`src/rtl/fifo_uart_tx.sv`:
```
// Serial transmitter that drains a FIFO head word: start bit, WIDTH data bits LSB first,
// optional even parity (enabled by defining UART_PARITY_EN), one stop bit.
module fifo_uart_tx #(
    parameter int unsigned WIDTH        = 32,
    parameter int unsigned CLKS_PER_BIT = 4
) (
    input  logic             clk,
    input  logic             res,
    input  logic             enable,
    input  logic [WIDTH-1:0] fifo_rdata,
    input  logic             fifo_empty,
    output logic             fifo_shift_out,
    output logic             txd,
    output logic             busy
);

    localparam int unsigned BaudW = (CLKS_PER_BIT > 1) ? $clog2(CLKS_PER_BIT) : 1;
    localparam int unsigned BitW  = (WIDTH > 1) ? $clog2(WIDTH) : 1;
    localparam logic [BaudW-1:0] BaudLast = BaudW'(CLKS_PER_BIT - 1);
    localparam logic [BitW-1:0]  BitLast  = BitW'(WIDTH - 1);

    typedef enum logic [2:0] {
        StIdle,
        StStart,
        StData,
`ifdef UART_PARITY_EN
        StParity,
`endif
        StStop
    } state_e;

    state_e             state_q, state_d;
    logic [BaudW-1:0]   baud_q, baud_d;
    logic [BitW-1:0]    bit_q, bit_d;
    logic [WIDTH-1:0]   sr_q, sr_d;
    logic               txd_q, txd_d;
    logic               baud_last;
    logic               pop;
`ifdef UART_PARITY_EN
    logic               par_q, par_d;
`endif

    assign baud_last = (baud_q == BaudLast);

    // A new word may be taken from idle or on the final stop cycle (zero-gap back-to-back).
    assign pop = enable & ~fifo_empty & ~res &
                 ((state_q == StIdle) | ((state_q == StStop) & baud_last));

    assign fifo_shift_out = pop;
    assign busy           = (state_q != StIdle);
    assign txd            = txd_q;

    always_comb begin
        state_d = state_q;
        baud_d  = baud_q;
        bit_d   = bit_q;
        sr_d    = sr_q;
`ifdef UART_PARITY_EN
        par_d   = par_q;
`endif

        if (state_q != StIdle) begin
            baud_d = baud_last ? '0 : baud_q + BaudW'(1);
        end

        unique case (state_q)
            StIdle: ;
            StStart: begin
                if (baud_last) state_d = StData;
            end
            StData: begin
                if (baud_last) begin
                    sr_d  = sr_q >> 1;
                    bit_d = bit_q + BitW'(1);
                    if (bit_q == BitLast) begin
                        bit_d = '0;
`ifdef UART_PARITY_EN
                        state_d = StParity;
`else
                        state_d = StStop;
`endif
                    end
                end
            end
`ifdef UART_PARITY_EN
            StParity: begin
                if (baud_last) state_d = StStop;
            end
`endif
            StStop: begin
                if (baud_last) state_d = StIdle;
            end
            default: state_d = StIdle;
        endcase

        if (pop) begin
            state_d = StStart;
            baud_d  = '0;
            bit_d   = '0;
            sr_d    = fifo_rdata;
`ifdef UART_PARITY_EN
            par_d   = ^fifo_rdata;
`endif
        end

        // Line level is registered from the next state so the pin is glitch-free.
        unique case (state_d)
            StStart:  txd_d = 1'b0;
            StData:   txd_d = sr_d[0];
`ifdef UART_PARITY_EN
            StParity: txd_d = par_d;
`endif
            default:  txd_d = 1'b1;
        endcase
    end

    always_ff @(posedge clk) begin
        if (res) begin
            state_q <= StIdle;
            baud_q  <= '0;
            bit_q   <= '0;
            sr_q    <= '0;
            txd_q   <= 1'b1;
`ifdef UART_PARITY_EN
            par_q   <= 1'b0;
`endif
        end else begin
            state_q <= state_d;
            baud_q  <= baud_d;
            bit_q   <= bit_d;
            sr_q    <= sr_d;
            txd_q   <= txd_d;
`ifdef UART_PARITY_EN
            par_q   <= par_d;
`endif
        end
    end

endmodule

```
`config.mk`:
```
export PLATFORM = sky130hd
export DESIGN_NAME = fifo_uart_tx
export DESIGN_NICKNAME = d
export VERILOG_FILES = /design/src/rtl/fifo_uart_tx.sv
export SDC_FILE = /design/constraint.sdc
export NUM_CORES = 1
export LEC_CHECK = 0
export ABC_AREA = 1
export ABC_CLOCK_PERIOD_IN_PS = 1800
export CAP_MARGIN = 40
export CORE_ASPECT_RATIO = 0.6
export CORE_MARGIN = 2
export CORE_UTILIZATION = 40
export DETAILED_ROUTE_END_ITERATION = 6
export SETUP_SLACK_MARGIN = 0.5
export SLEW_MARGIN = 10
export SYNTH_ARGS = -nofsm -noshare
export SYNTH_HDL_FRONTEND = slang
export SYNTH_SLANG_ARGS = --single-unit
export TNS_END_PERCENT = 30
```
`constraint.sdc`:
```
create_clock -name clk -period 1.8 [get_ports clk]
set_input_delay 0.36 -clock clk [delete_from_list [all_inputs] [get_ports clk]]
set_output_delay 0.36 -clock clk [all_outputs]
set_load 0.1 [all_outputs]
```
### Word-level counts from Yosys, hierarchy flattened

Cells that the tools add are included.

| word-level totals | value |
|---|---|
| register bits after elaboration | 43 |
| input port bits | 36 |
| logic and storage cells | 41 |

| cells by class | value |
|---|---|
| add/sub/neg operators | 2 |
| eq/ne operators | 7 |
| mux-type cells | 12 |
| bitwise operators | 7 |
| reduce and logical (&&, ||, !) cells | 7 |

Operator list:

| cell | number |
|---|---|
| 32-bit two-way mux | 3 |
| 3-bit two-way mux | 5 |
| 3-bit case mux with 4 select lines | 1 |
| 3-bit by 2-bit equality test with 1-bit output, second input constant | 3 |
| 3-bit by 1-bit equality test with 1-bit output, second input constant | 2 |
| 5-bit by 1-bit adder with 5-bit output, second input constant | 1 |
| 5-bit equality test, second input constant | 1 |
| 5-bit two-way mux | 1 |
| 1-bit AND | 4 |
| 2-bit AND reduction | 2 |
| 2-bit nonzero test | 2 |
| 3-bit logical NOT | 1 |
| 3-bit nonzero test | 1 |
| 2-bit by 1-bit adder with 2-bit output, second input constant | 1 |
| 2-bit equality test, second input constant | 1 |
| 2-bit two-way mux | 1 |
| 1-bit inverter | 2 |
| 1-bit case mux with 2 select lines | 1 |
| 2-bit OR reduction | 1 |
| 1-bit bitwise OR | 1 |

### Longest topological paths before layout

Gate-level depths: netlist (run 1).

| logic depth | value |
|---|---|
| depth after elaboration | 7 |
| depth in mapped cells | 10 |
| mapped depth without buffers | 10 |

### Worst setup path before layout (run 1)

OpenSTA, ideal clock, no wires.

| path | value |
|---|---|
| kind | reg2out |
| from | register state_q[0] |
| to | output port fifo_shift_out |
| arrival | 1.365 ns |
| slack | 0.075 ns |
| cell stages (with the launch flop) | 7 |
| path buffers | 1 |
| cell sequence | dfxtp_1 -> nor2_4 -> nand2_4 -> nand2_4 -> nand2_4 -> inv_6 -> buf_6 |

| on the way | value |
|---|---|
| cells in the longest elaborated chain, start to end | 4 |

RTL lines:

| item | line | source |
|---|---|---|
| from (decl) | 32 | `state_e state_q, state_d;` |
| from (signal assigned) | 119 | `state_q <= StIdle;` |
| from (signal assigned) | 128 | `state_q <= state_d;` |
| 3-bit by 2-bit equality test with 1-bit output | 47 | `((state_q == StIdle) \| ((state_q == StStop) & baud_last));` |
| 1-bit AND | 47 |  |
| 1-bit bitwise OR (*) | 47 |  |
| 1-bit AND (*) | 46 | `assign pop = enable & ~fifo_empty & ~res &` |
| to (decl) | 12 | `output logic fifo_shift_out,` |

Every way passes the cells marked *; elsewhere a longest branch is shown, timed or not.

### Final worst setup path (run 1)

| path | value |
|---|---|
| from | register baud_q[0] |
| to | output port fifo_shift_out |

| on the way | value |
|---|---|
| cells in the longest elaborated chain, start to end | 4 |

RTL lines:

| item | line | source |
|---|---|---|
| from (decl) | 33 | `logic [BaudW-1:0] baud_q, baud_d;` |
| from (signal assigned) | 129 | `baud_q <= baud_d;` |
| 2-bit equality test | 43 | `assign baud_last = (baud_q == BaudLast);` |
| 1-bit AND | 47 |  |
| 1-bit bitwise OR | 47 |  |
| 1-bit AND | 46 |  |

Every way passes these cells.

==> results of run 1 <==
==> cell usage after synthesis, drive strengths merged <==
cell    instances
nand4           3
nor2           71
inv            15
clkbuf          3
buf            12
nand3          17
dfxtp          43
nor4            1
conb            1
nand2          86
nor3b           1
ha              3
a21oi           6
o21ai          36
nor3            1
xor2            3
==> layer usage <==
metal  part of all wire, %  vias up  global-route usage, %
li1                      -     1083                      -
met1                    55      915                  28.16
met2                    40       45                  25.79
met3                   5.0        2                  5.146
met4                  0.11        0                  3.219
met5                     0        -                      0
==> worst reg2reg max path: cells and delay by family, from the launching register on <==
kind / cells / cell delay (ns)
and+or+nand+nor: 4 / 0.25
AOI/OAI and AO/OA: 2 / 0.20
buffers and inverters: 5 / 0.56
adders and majority gates: 1 / 0.14
DFF: 1 / 0.37
==> state kept, by name, indices dropped and copies added, names as in the netlist <==
signal and count:
bit_q 5, sr_q 32, state_q 3, txd 1, baud_q 2
==> worst paths after layout <==
kind / start / to / slack (ns)
setup / recovery: baud_q[0]$_SDFFE_PP0P_ / fifo_shift_out / 0.1
hold / removal: state_q[2]$_SDFF_PP0_ / state_q[1]$_SDFF_PP0_ / 0.48
setup reg to reg: baud_q[0]$_SDFFE_PP0P_ / sr_q[28]$_SDFFE_PP0P_ / 0.19
hold reg to reg: state_q[2]$_SDFF_PP0_ / state_q[1]$_SDFF_PP0_ / 0.48
==> power breakdown <==
part           internal (W)  switching, W
clock              0.000449      0.000339
sequential         0.000980     0.0000197
combinational      0.000150      0.000127
total               0.00158      0.000485
==> metrics by stage <==
step                      hold slack [ns]  utilization (%)  instance area [um2]  setup TNS [ns]
final                              0.4802            61.67                 3102               0
after global routing               0.4920            61.67                 3102               0
after CTS                          0.4812            57.39                 2887               0
after detailed placement           0.4768            51.59                 2595        -0.01598
after global placement             0.4516            51.59                 2595        -0.04503
after floorplan                    0.4224                -                 2090               0
==> logic make-up after synthesis <==
kind of cell               share of synthesized area [%]
buffers and inverters                              8.222
AOI/OAI and AO/OA                                  10.34
and+or+nand+nor                                    36.58
DFF                                                41.60
xor gates and xnor gates                           1.270
other                                             0.1812
adders and majority gates                          1.814
==> timing repair <==
action                                  4_1_cts  5_1_grt
resized for setup                            24       34
endpoints found under the setup margin       43       43
pin swaps                                     8       15
setup buffers                                 9        6
cloned                                        1        4
==> final cells by class <==
| cell class | count | area share [%] |
|---|---|---|
| multi-input cells | 229 | 36.59 |
| clock inverters | 2 | 1.129 |
| flip-flops and latches | 43 | 28.20 |
| well taps | 66 | 2.662 |
| inverters | 15 | 2.299 |
| clock buffers | 6 | 2.662 |
| repair buffers | 70 | 26.46 |
==> impl_metrics.ini, run 1 <==
[clock_tree]
cts.path.max_buffers = 2
cts_inserted_buffers = 5
cts.sink_count = 43
htreeDepth = 2
holdBufCountCts = 0
clk_pin_slew_ns = 0.09
cts_root_buffer = clkbuf_8
clk_latency_ns = 0.30
cts_tree = built

[pwr]
p_per_area_mw_per_mm2 = 665.6
leakage_nw = 1.354
vdd_drop_max_v = 0.0003156
p_total_w = 0.002065

[grt]
grt_usage_pct = 18.38
grt_max_degree = 43
grt_overflow = 0
grt_pass1_wl_um = 8438
grt_pass1_vias = 1738
grt_antenna_before_repair = 0

[timing]
finalHoldViolCount = 0
post-route-period-util_pct = 94.64
slew_viol_final = 0
setup_slack_ns = 0.09643
skew_ns = 0.007319
setup_viol = 0
post-route-min-period_ns = 1.704
max_freq_mhz = 587.0
rsz0062_at_grt = yes

[min_path]
worst_hold_path.num_cells = 1
hp-class = reg2reg

[cells_and_area]
diodes = 0
layout_common_cells = nand2_1 (75), nor2_1 (66), dfxtp_1 (38), clkdlybuf4s50_1 (32), o21ai_0 (23)
fin_cells = 431
multi_input_area_mm2 = 0.001135
synthToLayoutAreaGrowth_pct = 49.88
final_common_cell = nand2_1
fillers = 449
seq_area_um2 = 874.6
nets = 403
drive_gt1_share_pct = 19.73

[detailed_routing]
via_per_inst = 4.745
vias = 2045
wl_um = 5484
ant_nets = 0
wl_per_cell_um = 12.72
drcViolationCount = 0
drt-initial-drc-count = 91
firstDrtPassIters = 4

[placement]
dpl.hpwl_um = 3396
dpl_worst_slack_ns = -0.01598
port_buffers = 38
dp_cells = 403
gp_congestion = 0.7718

[setup_path]
critical_path_class = reg2out
path_cells = ha_4 -> nand4_1 -> nand2_4 -> nand2_4 -> clkinv_4 -> buf_12
path_max_fanout = 2
critPathSlowestCell = dfxtp_4
path_depth = 6
end_kind = output pin
cpMostUsedCell = nand2_4
critPathBufInv = 2
reg2reg_depth = 12
cp-start-kind = flip-flop
path_delay_family = flip-flops
cp.arrival_ns = 1.34
cp_data_required_time_ns = 1.44
max_stage_delay_ns = 0.37

[logic_synthesis]
ys_warn_count = 0
synthDistinctLibCells = 27
syn_area_per_cell_um2 = 6.853
ys_ff_latch = 43
yosysTopAreaCell = dfxtp_1
post-synth-top-area-fraction_pct = 41.60
seq_area_frac_synth_pct = 41.60
synthCells = 302
synth.area.top_cells = dfxtp_1 (42%), nand2_1 (15%), nor2_1 (13%)
syn_nets = 341
syn_area_mm2 = 0.002069

[run]
drv_cap = 0

[floorplanning]
start_util_pct = 41.14
ios = 39
dieHeight_um = 59.72
coreArea_mm2 = 0.005030
num_rows = 20
dieArea_mm2 = 0.005784
die_x_um = 96.86

[outcome]
run_status = finished, final reports clean
Note: power is estimated with default switching activity, not from simulation.
==> inputs of run 2 (changes only) <==
--- a/config.mk
+++ b/config.mk
@@ -12,6 +12,7 @@
 export CORE_MARGIN = 2
 export CORE_UTILIZATION = 40
 export DETAILED_ROUTE_END_ITERATION = 6
+export HOLD_SLACK_MARGIN = 0.15
 export SETUP_SLACK_MARGIN = 0.5
 export SLEW_MARGIN = 10
 export SYNTH_ARGS = -nofsm -noshare
==> results of run 2 <==
The final DEF is identical to that of run 1; final timing and power are the same.
